==> src/rtl/wb_stage_pkg.sv <==
// Shared encodings for the write-back stage: load-size masks and FSM states.
package wb_stage_pkg;

   localparam logic [3:0] LS_B = 4'b0001;
   localparam logic [3:0] LS_H = 4'b0011;
   localparam logic [3:0] LS_W = 4'b1111;

   typedef enum logic [1:0] {
      ST_IDLE = 2'd0,
      ST_WAIT = 2'd1,
      ST_HOLD = 2'd2
   } wb_state_e;

endpackage

==> src/rtl/load_align.sv <==
// Load data extraction: shift by the byte offset, mask to the access size,
// then sign- or zero-extend.
module load_align
   import wb_stage_pkg::*;
(
   input  logic [31:0] raw,
   input  logic [1:0]  data_addr,
   input  logic [3:0]  lsV,
   input  logic        loadX,
   output logic [31:0] data
);

   logic [31:0] shifted_s;

   // shift, mask and extend
   always_comb begin
      shifted_s = raw >> {data_addr, 3'b000};
      case (lsV)
         LS_B: begin
            if (loadX) begin
               data = {24'h00_0000, shifted_s[7:0]};
            end else begin
               data = {{24{shifted_s[7]}}, shifted_s[7:0]};
            end
         end
         LS_H: begin
            if (loadX) begin
               data = {16'h0000, shifted_s[15:0]};
            end else begin
               data = {{16{shifted_s[15]}}, shifted_s[15:0]};
            end
         end
         LS_W:    data = shifted_s;
         default: data = shifted_s;
      endcase
   end

endmodule

==> src/rtl/wb_stage_chk.sv <==
// Protocol checker: no undropped load response may arrive while data is held.
module wb_stage_chk (
   input logic clk,
   input logic resetn,
   input logic hold,
   input logic data_ok,
   input logic drop_zero
);

   a_no_resp_in_hold: assert property (@(posedge clk) disable iff (!resetn)
      !(hold && data_ok && drop_zero));

endmodule

==> src/rtl/wb_stage.sv <==
// Write-back stage: load response tracking, cancelled-response dropping,
// write-back source selection and the single register-file write per instruction.
module wb_stage
   import wb_stage_pkg::*;
#(
   parameter int MAX_DROP = 3
) (
   input  logic        clk,
   input  logic        resetn,
   input  logic        wb_valid,
   input  logic        wb_adv,
   input  logic [31:0] wb_pc,
   input  logic [31:0] wb_res,
   input  logic        wb_load,
   input  logic        wb_loadX,
   input  logic [3:0]  wb_lsV,
   input  logic [1:0]  wb_data_addr,
   input  logic        wb_al,
   input  logic        wb_regwen,
   input  logic [4:0]  wb_wreg,
   input  logic        wb_cp0ren,
   input  logic [31:0] wb_cp0rdata,
   input  logic [1:0]  wb_hiloren,
   input  logic [31:0] wb_hilordata,
   input  logic        drop_req,
   input  logic        data_ok,
   input  logic [31:0] data_rdata,
   output logic        rf_wen,
   output logic [4:0]  rf_waddr,
   output logic [31:0] rf_wdata,
   output logic        wb_stall_req,
   output logic [31:0] debug_wb_pc,
   output logic [3:0]  debug_wb_rf_wen,
   output logic [4:0]  debug_wb_rf_wnum,
   output logic [31:0] debug_wb_rf_wdata
);

   localparam int DW = $clog2(MAX_DROP + 1);

   wb_state_e   state_r, state_nxt_s;
   logic [DW-1:0] drop_cnt_r;
   logic [31:0] buffer_r;
   logic        committed_r;
   logic        drop_zero_s, swallow_s, ld_hit_s, hold_s, capture_s;
   logic [31:0] raw_s, load_data_s;

   assign drop_zero_s  = (drop_cnt_r == '0);
   assign swallow_s    = data_ok & ~drop_zero_s;
   assign hold_s       = (state_r == ST_HOLD);
   assign ld_hit_s     = data_ok & drop_zero_s & wb_valid & wb_load & ~hold_s;
   assign capture_s    = ld_hit_s & ~wb_adv;
   assign wb_stall_req = wb_valid & wb_load & ~(ld_hit_s | hold_s);
   assign raw_s        = ld_hit_s ? data_rdata : buffer_r;

   load_align u_align (
      .raw       (raw_s),
      .data_addr (wb_data_addr),
      .lsV       (wb_lsV),
      .loadX     (wb_loadX),
      .data      (load_data_s)
   );

   // next-state selection
   always_comb begin
      state_nxt_s = state_r;
      case (state_r)
         ST_IDLE: begin
            if (capture_s) begin
               state_nxt_s = ST_HOLD;
            end else if (wb_valid && wb_load && !ld_hit_s) begin
               state_nxt_s = ST_WAIT;
            end else begin
               state_nxt_s = ST_IDLE;
            end
         end
         ST_WAIT: begin
            if (ld_hit_s && wb_adv) begin
               state_nxt_s = ST_IDLE;
            end else if (capture_s) begin
               state_nxt_s = ST_HOLD;
            end else begin
               state_nxt_s = ST_WAIT;
            end
         end
         ST_HOLD: begin
            if (wb_adv) begin
               state_nxt_s = ST_IDLE;
            end else begin
               state_nxt_s = ST_HOLD;
            end
         end
         default: state_nxt_s = ST_IDLE;
      endcase
   end

   // state, drop counter, load buffer and write-once flag
   always_ff @(posedge clk or negedge resetn) begin
      if (!resetn) begin
         state_r     <= ST_IDLE;
         drop_cnt_r  <= '0;
         buffer_r    <= 32'h0000_0000;
         committed_r <= 1'b0;
      end else begin
         state_r <= state_nxt_s;
         // a new cancellation and a swallowed response in one cycle cancel out
         if (drop_req && !swallow_s) begin
            if (drop_cnt_r < DW'(MAX_DROP)) begin
               drop_cnt_r <= drop_cnt_r + DW'(1);
            end
         end else if (!drop_req && swallow_s) begin
            drop_cnt_r <= drop_cnt_r - DW'(1);
         end
         if (capture_s) begin
            buffer_r <= data_rdata;
         end
         if (wb_adv) begin
            committed_r <= 1'b0;
         end else if (rf_wen) begin
            committed_r <= 1'b1;
         end
      end
   end

   // write enable and write-back source priority
   always_comb begin
      rf_wen = wb_valid & wb_regwen & (wb_wreg != 5'd0) & ~committed_r & ~wb_stall_req;
      if (wb_load) begin
         rf_wdata = load_data_s;
      end else if (wb_cp0ren) begin
         rf_wdata = wb_cp0rdata;
      end else if (wb_hiloren != 2'b00) begin
         rf_wdata = wb_hilordata;
      end else if (wb_al) begin
         rf_wdata = wb_res;
      end else begin
         rf_wdata = wb_res;
      end
   end

   assign rf_waddr          = wb_wreg;
   assign debug_wb_pc       = wb_pc;
   assign debug_wb_rf_wen   = {4{rf_wen}};
   assign debug_wb_rf_wnum  = wb_wreg;
   assign debug_wb_rf_wdata = rf_wdata;

   wb_stage_chk u_chk (
      .clk       (clk),
      .resetn    (resetn),
      .hold      (hold_s),
      .data_ok   (data_ok),
      .drop_zero (drop_zero_s)
   );

endmodule

==> config.mk <==
export PLATFORM = sky130hd
export DESIGN_NAME = wb_stage
export DESIGN_NICKNAME = d
export VERILOG_FILES = /design/src/rtl/wb_stage_pkg.sv /design/src/rtl/load_align.sv /design/src/rtl/wb_stage_chk.sv /design/src/rtl/wb_stage.sv
export SDC_FILE = /design/constraint.sdc
export NUM_CORES = 1
export LEC_CHECK = 0
export ABC_AREA = 1
export BUFFER_PORTS_ARGS = -buffer_cell sky130_fd_sc_hd__buf_2
export CORE_AREA = 2 2 114 116
export DETAILED_ROUTE_END_ITERATION = 10
export DIE_AREA = 0 0 116 118
export PLACE_DENSITY = 0.67
export SLEW_MARGIN = 20
export SYNTH_ARGS = -nofsm -noshare
export SYNTH_HDL_FRONTEND = slang
export SYNTH_SLANG_ARGS = --single-unit
==> constraint.sdc <==
create_clock -name clk -period 2.16 [get_ports clk]
set_input_delay 0 -clock clk [delete_from_list [all_inputs] [get_ports clk]]
set_output_delay 0 -clock clk [all_outputs]
set_load 0.05 [all_outputs]
======== Yosys cells after proc, flatten, opt, wreduce, memory -nomap -nowiden ========
Cells that the tools add are included.
word-level totals
  flip-flop bits (word level) ............. 37
  input port bits ......................... 184
  output and inout bits ................... 112
operators by class
  add/subtract/negate cells ............... 2
  order comparisons ....................... 1
  eq/ne operators ......................... 5
  shift-type cells ........................ 1
  muxes and demuxes ....................... 18
  bitwise operators ....................... 19
  reductions and logical operators ........ 15
operators with widths
  kind                                                 count
  two-way mux 32 bit                                   6
  case mux 32 bit (2 select lines)                     1
  right shift 32 x 5 -> 32 bit                         1
  two-way mux 2 bit                                    7
  AND 1 bit                                            12
  NOT 1 bit                                            6
  case mux 2 bit (3 select lines)                      1
  nonzero test 2 bit                                   3
  logical AND 1 bit                                    5
  nonzero test 5 bit                                   1
  equality test 4 x 1 -> 1 bit, second input constant  1
  equality test 4 x 2 -> 1 bit, second input constant  1
  logical NOT 2 bit                                    2
  logical NOT 1 bit                                    3
  two-way mux 1 bit                                    3
  adder 2 x 1 -> 2 bit, second input constant          1
  equality test 2 x 1 -> 1 bit, second input constant  1
  equality test 2 bit, second input constant           1
  < comparator 2 bit, second input constant            1
  != test 2 x 1 -> 1 bit, second input constant        1
  AND reduction 2 bit                                  1
  subtractor 2 x 1 -> 2 bit, second input constant     1
  OR 1 bit                                             1

======== Logic depth before layout (Yosys ltp) ========
  depth in word-level cells ............... 12
  gate-level depth with buffers ........... 16
  depth with buffers taken out ............ 13

======== Modules after synthesis ========
From an unflattened synthesis, not the netlist that was laid out.
unflattened totals
  cell total of the unflattened synthesis .. 811
  area, all modules ....................... 4659.5 um^2
modules (own cells, without submodules)
  module      times used  cells an instance  area each (um^2)  sequential area each (um^2)
  wb_stage    1           645                3837.4            925.9
  load_align  1           166                822.0             0.0

======== Worst setup path after synthesis ========
No wires, ideal clock.
  path type ............................... reg-to-output
  from .................................... register drop_cnt_r[0]
  to ...................................... output port rf_wdata[4]
  arrival time ............................ 2544 ps
  data required time ...................... 2160 ps
  setup slack ............................. -384 ps
  cell stages (with the launch flop) ...... 9
  path buffers ............................ 3
  cell sequence ........................... dfrtp_1 -> nor2_4 -> nand3_4 -> buf_6 -> buf_6 -> o211ai_1 -> nand3_1 -> a31oi_1 -> buf_4
between the ends
  cells in the longest elaborated chain, start to end .. 10
  elaborated cells between the ends (all ways) .. 11
  classes of those cells .................. shift: 1; mux: 5; bitwise: 4; reduce/logical: 1
RTL lines
  what                                   line                                RTL
  start, declared                        wb_stage.sv:41                      logic [DW-1:0] drop_cnt_r;
  start signal, assigned                 wb_stage.sv:108                     drop_cnt_r <= drop_cnt_r + DW'(1);
  start signal, assigned                 wb_stage.sv:111                     drop_cnt_r <= drop_cnt_r - DW'(1);
  logical NOT 2 bit (*)                  wb_stage.sv:47                      assign drop_zero_s = (drop_cnt_r == '0);
  AND 1 bit (*) (4 in a row)             wb_stage.sv:50                      assign ld_hit_s = data_ok & drop_zero_s & wb_valid & wb_load & ~hold_s;
  two-way mux 32 bit (*)                 wb_stage.sv:53                      assign raw_s = ld_hit_s ? data_rdata : buffer_r;
  right shift 32 x 5 -> 32 bit (*)       load_align.sv:17                    shifted_s = raw >> {data_addr, 3'b000};
  two-way mux 32 bit (on tied branches)  load_align.sv:27, load_align.sv:20
  case mux 32 bit (2 select lines) (*)   load_align.sv:18                    case (lsV)
  two-way mux 32 bit (*)                 wb_stage.sv:127                     if (wb_load) begin
  end, declared                          wb_stage.sv:30                      output logic [31:0] rf_wdata,
Every way passes the cells marked *; elsewhere a longest branch is shown, timed or not.

======== Final worst setup path ========
  from .................................... register drop_cnt_r[0]
  to ...................................... output port debug_wb_rf_wdata[23]
between the ends
  cells in the longest elaborated chain, start to end .. 10
  elaborated cells between the ends (all ways) .. 11
  classes of those cells .................. shift: 1; mux: 5; bitwise: 4; reduce/logical: 1
RTL lines
  what                                   line                                RTL
  logical NOT 2 bit (*)                  wb_stage.sv:47
  AND 1 bit (*) (4 in a row)             wb_stage.sv:50
  two-way mux 32 bit (*)                 wb_stage.sv:53
  right shift 32 x 5 -> 32 bit (*)       load_align.sv:17
  two-way mux 32 bit (on tied branches)  load_align.sv:27, load_align.sv:20
  case mux 32 bit (2 select lines) (*)   load_align.sv:18
  two-way mux 32 bit (*)                 wb_stage.sv:127
  end, declared                          wb_stage.sv:35                      output logic [31:0] debug_wb_rf_wdata
Marks and branches as above.

==> flow_summary.toml <==
[logic_synthesis]
yosysWarnings = 0
synth_most_common_cell = "nand2_1"
synth-edff-count = 0
synth.area.top_cells = "dfrtp_1 21%, nand2_1 14%, buf_4 14%, inv_1 7.3%, o21ai_0 5.7%"
synth_ff_type = "dfrtp_1"
yosys-top-cells-count = "169 x nand2_1, 86 x inv_1, 80 x buf_4"
synthAdderAreaFrac = 0
synth_top_family_by_area = "simple AND/OR/NAND/NOR gates"
yosysTopAreaCellShare = 0.2092
synth_cells = 708
synthMuxAreaShare = 0.03732
synth_seq_cells = 37
synthesis.nets = 892
synth_compound_area_frac = 0.2092
synth_area_per_cell_um2 = 6.251
synth_xor_area_frac = 0
synth_area_mm2 = 0.004425
synthSimpleGateAreaFrac = 0.2822
synthArstFlopShare = 1.000
ys_types = 36
synth_largest_area_cell = "dfrtp_1"
ys_seq_area_frac = 0.2092

[cells_and_area]
area_growth_pct = 41.76
postLayoutCoreUtil = 0.5053
fin_area_mm2 = 0.006274
drive_gt1_frac = 0.3882
num-nets-final = 1051

[timing]
hold_viol_final = 0
rsz0062_at_grt = "true"
skew_ps = 3.355
worstMarginPinSlew_ps = 1012
drv_slew = 0
min_period_over_period = 1.020
slew_headroom = 0.3228
finalSetupViolCount = 24
fmax_ghz = 0.4538
period_minus_slack_ps = 2204
finalSetupTns_ps = -397.2
timing.final.ws_setup_ps = -43.72

[critical_path]
reg2reg_from = "drop_cnt_r[0]"
critPathMaxFanout = 8
cp_cell_sequence = "nor2_4 > nand3_4 > buf_6 > nand2_2 > nand3_2 > nand3_4 > nand4_4 > nand3b_1 > nand2_1 > inv_2 > buf_8"
critPathArrivalTime_ps = 2200
cp.required_ps = 2160
cp_slowest_cell = "dfrtp_1"
rrSetupSlack_ps = 330
endpoint_kind = "output port"
reg2reg_depth = 7
crit_path_frequent_cell = "nand3_4"
slowest_delay_ps = 410
critPathLaunchType = "flip-flop"
r2r_end = "buffer_r[9]"
worstSetupPathType = "reg -> out"

[grt]
grt-ovfl-total = 0
grt_pass1_wl_um = 25250
grt_pass1_vias = 4886
grtUsageTotal = 0.2331
grt_start_max_net_pins = 45
antenna_found_initial = 0

[floorplan]
chipWidth_um = 116
pin_count = 296
rows = 41
coreArea_mm2 = 0.01241
start_util = 0.3565
die-area_mm2 = 0.01369
die_h_um = 118

[power]
switching_share = 0.4543
pwr-share-clk = 0.190
internal-power_uw = 2447
powerDensity_mw_per_mm2 = 714.7
p_sw_uw = 2037
peakVddDrop_mv = 0.3161
seq_power_share = 0.234
power_uw = 4484
leakage_uw = 0.003332
pwr-share-comb = 0.576

[drt]
drt-total-wl_um = 16600
firstDrtPassIters = 5
dr_wl_met3_um = 1544
viasPerCell = 4.959
wire_per_inst_um = 15.95
routed-wl-met2_um = 7955
remaining_drc_errors = 0
vias = 5162
wl_met1_um = 6637
postRouteAntennaNets = 0
first_iter_violations = 373
dr.max_layer_used = "met4"

[cts]
clkSlewWorstSetupHoldPaths_ps = 60
cts_buffer_depth = 2
ctsHtreeMaxLevel = 2
cts_root_buf = "clkbuf_16"
clock_latency_ps = 280
cts_tree = "done"
cts_buffers = 5
clock_sinks = 37

[hold_path]
hold_end = "debug_wb_pc[18]"
min_path_cells = 0
hold_path.class = "in -> out"
worstHoldStart = "wb_pc[18]"

[run_status]
status = "finished, violations left"
violations = "negative setup slack"

[placed_design]
dp_hpwl_um = 12370
gp_congestion = 0.8523
pre_cts_ws_ps = 45.93
post_dp_cell_area_mm2 = 0.005233
io_buffers = 230

[job]
cap_violations = 0
## state kept, by name, indices dropped and copies added, names as in the netlist
name,cells
buffer_r,32
committed_r,1
drop_cnt_r,2
state_r,2
## how the worst max path moves through the flow
stage / from / end / slack, ps / cells after the start
6_report: drop_cnt_r[0] / debug_wb_rf_wdata[23] / -40 / 11
5_1_grt: drop_cnt_r[0] / rf_wdata[10] / -170 / 12
4_1_cts: state_r[0] / rf_wdata[11] / -7 / 11
3_5_place_dp: drop_cnt_r[0] / debug_wb_rf_wdata[10] / 50 / 12
3_3_place_gp: drop_cnt_r[0] / debug_wb_rf_wdata[10] / 70 / 12
2_1_floorplan: drop_cnt_r[0] / rf_wdata[4] / -20 / 8
## worst max-delay path, delay by kind of cell (launching register included)
family	cells	cell delay (ps)
flops	1	410
simple gates	8	1110
buf+inv	3	390
## timing repair
item,4_1_cts,5_1_grt
setup buffers,6,0
resized for setup,92,107
endpoints found under the setup margin,62,63
gates cloned,4,0
pin swaps,9,11
hold buffers,17,0
endpoints found under the hold margin,55,0
## through the flow
| stage | hold slack (ps) | cells |
|---|---|---|
| global route | 0.07182 | 1040 |
| floorplan | -295.6 | 708 |
| finish | 0.01929 | 1041 |
| global placement | 0.3409 | 1005 |
| detailed placement | 0.3409 | 1005 |
| CTS | 0.3409 | 1040 |
## kinds of logic after synthesis
group | Yosys count
mux | 16
compound gates | 165
flops | 37
buf+inv | 211
simple gates | 279
## area by class of cell
cell class / count / area, um^2
Multi-Input combinational cell: 464 / 2644
Tap cell: 172 / 215.2
Timing Repair Buffer: 271 / 1971
Fill cell: 1265 / 6141
Clock inverter: 2 / 37.54
Sequential cell: 37 / 927.1
Antenna cell: 1 / 2.502
Clock buffer: 6 / 138.9
Inverter: 88 / 337.8
## per-layer routing
layer	vias to the layer above	GRT usage
li1	2572	-
met1	2292	0.2999
met2	264	0.3776
met3	34	0.05201
met4	0	0.08854
met5	-	0
## power groups by stage
stage / logic [uW] / registers, uW / clock network (uW)
final: 2580 / 1050 / 852
after global routing: 2800 / 1080 / 906
after CTS: 2390 / 1050 / 874
after detailed placement: 2170 / 1060 / 0
after global placement: 2160 / 1050 / 0
after floorplan: 1880 / 1030 / 0
## cell usage in the layout, fill, tap and decap left out, types with 3 or more instances in the layout
master	Yosys	final
o21ai_2	3	7
o22ai_2	0	4
a21oi_2	0	3
nand4_1	5	5
buf_2	12	172
a31oi_1	4	3
mux2i_1	15	15
inv_1	86	75
clkbuf_16	0	5
dfrtp_1	37	36
buf_6	7	23
dlygate4sd3_1	0	17
nand2_4	1	3
buf_8	0	25
o211ai_1	16	16
nor2_1	32	31
nand3_4	2	6
o21ai_0	50	42
nor3_1	8	7
nand3_2	2	13
nand2_1	169	156
buf_4	80	28
nand2_2	2	13
a211oi_1	9	9
nand3b_1	6	6
o21ai_1	27	31
inv_2	1	11
nand3_1	48	36
a21oi_1	45	42
buf_12	0	4
Power figures use the tool's default switching activity.
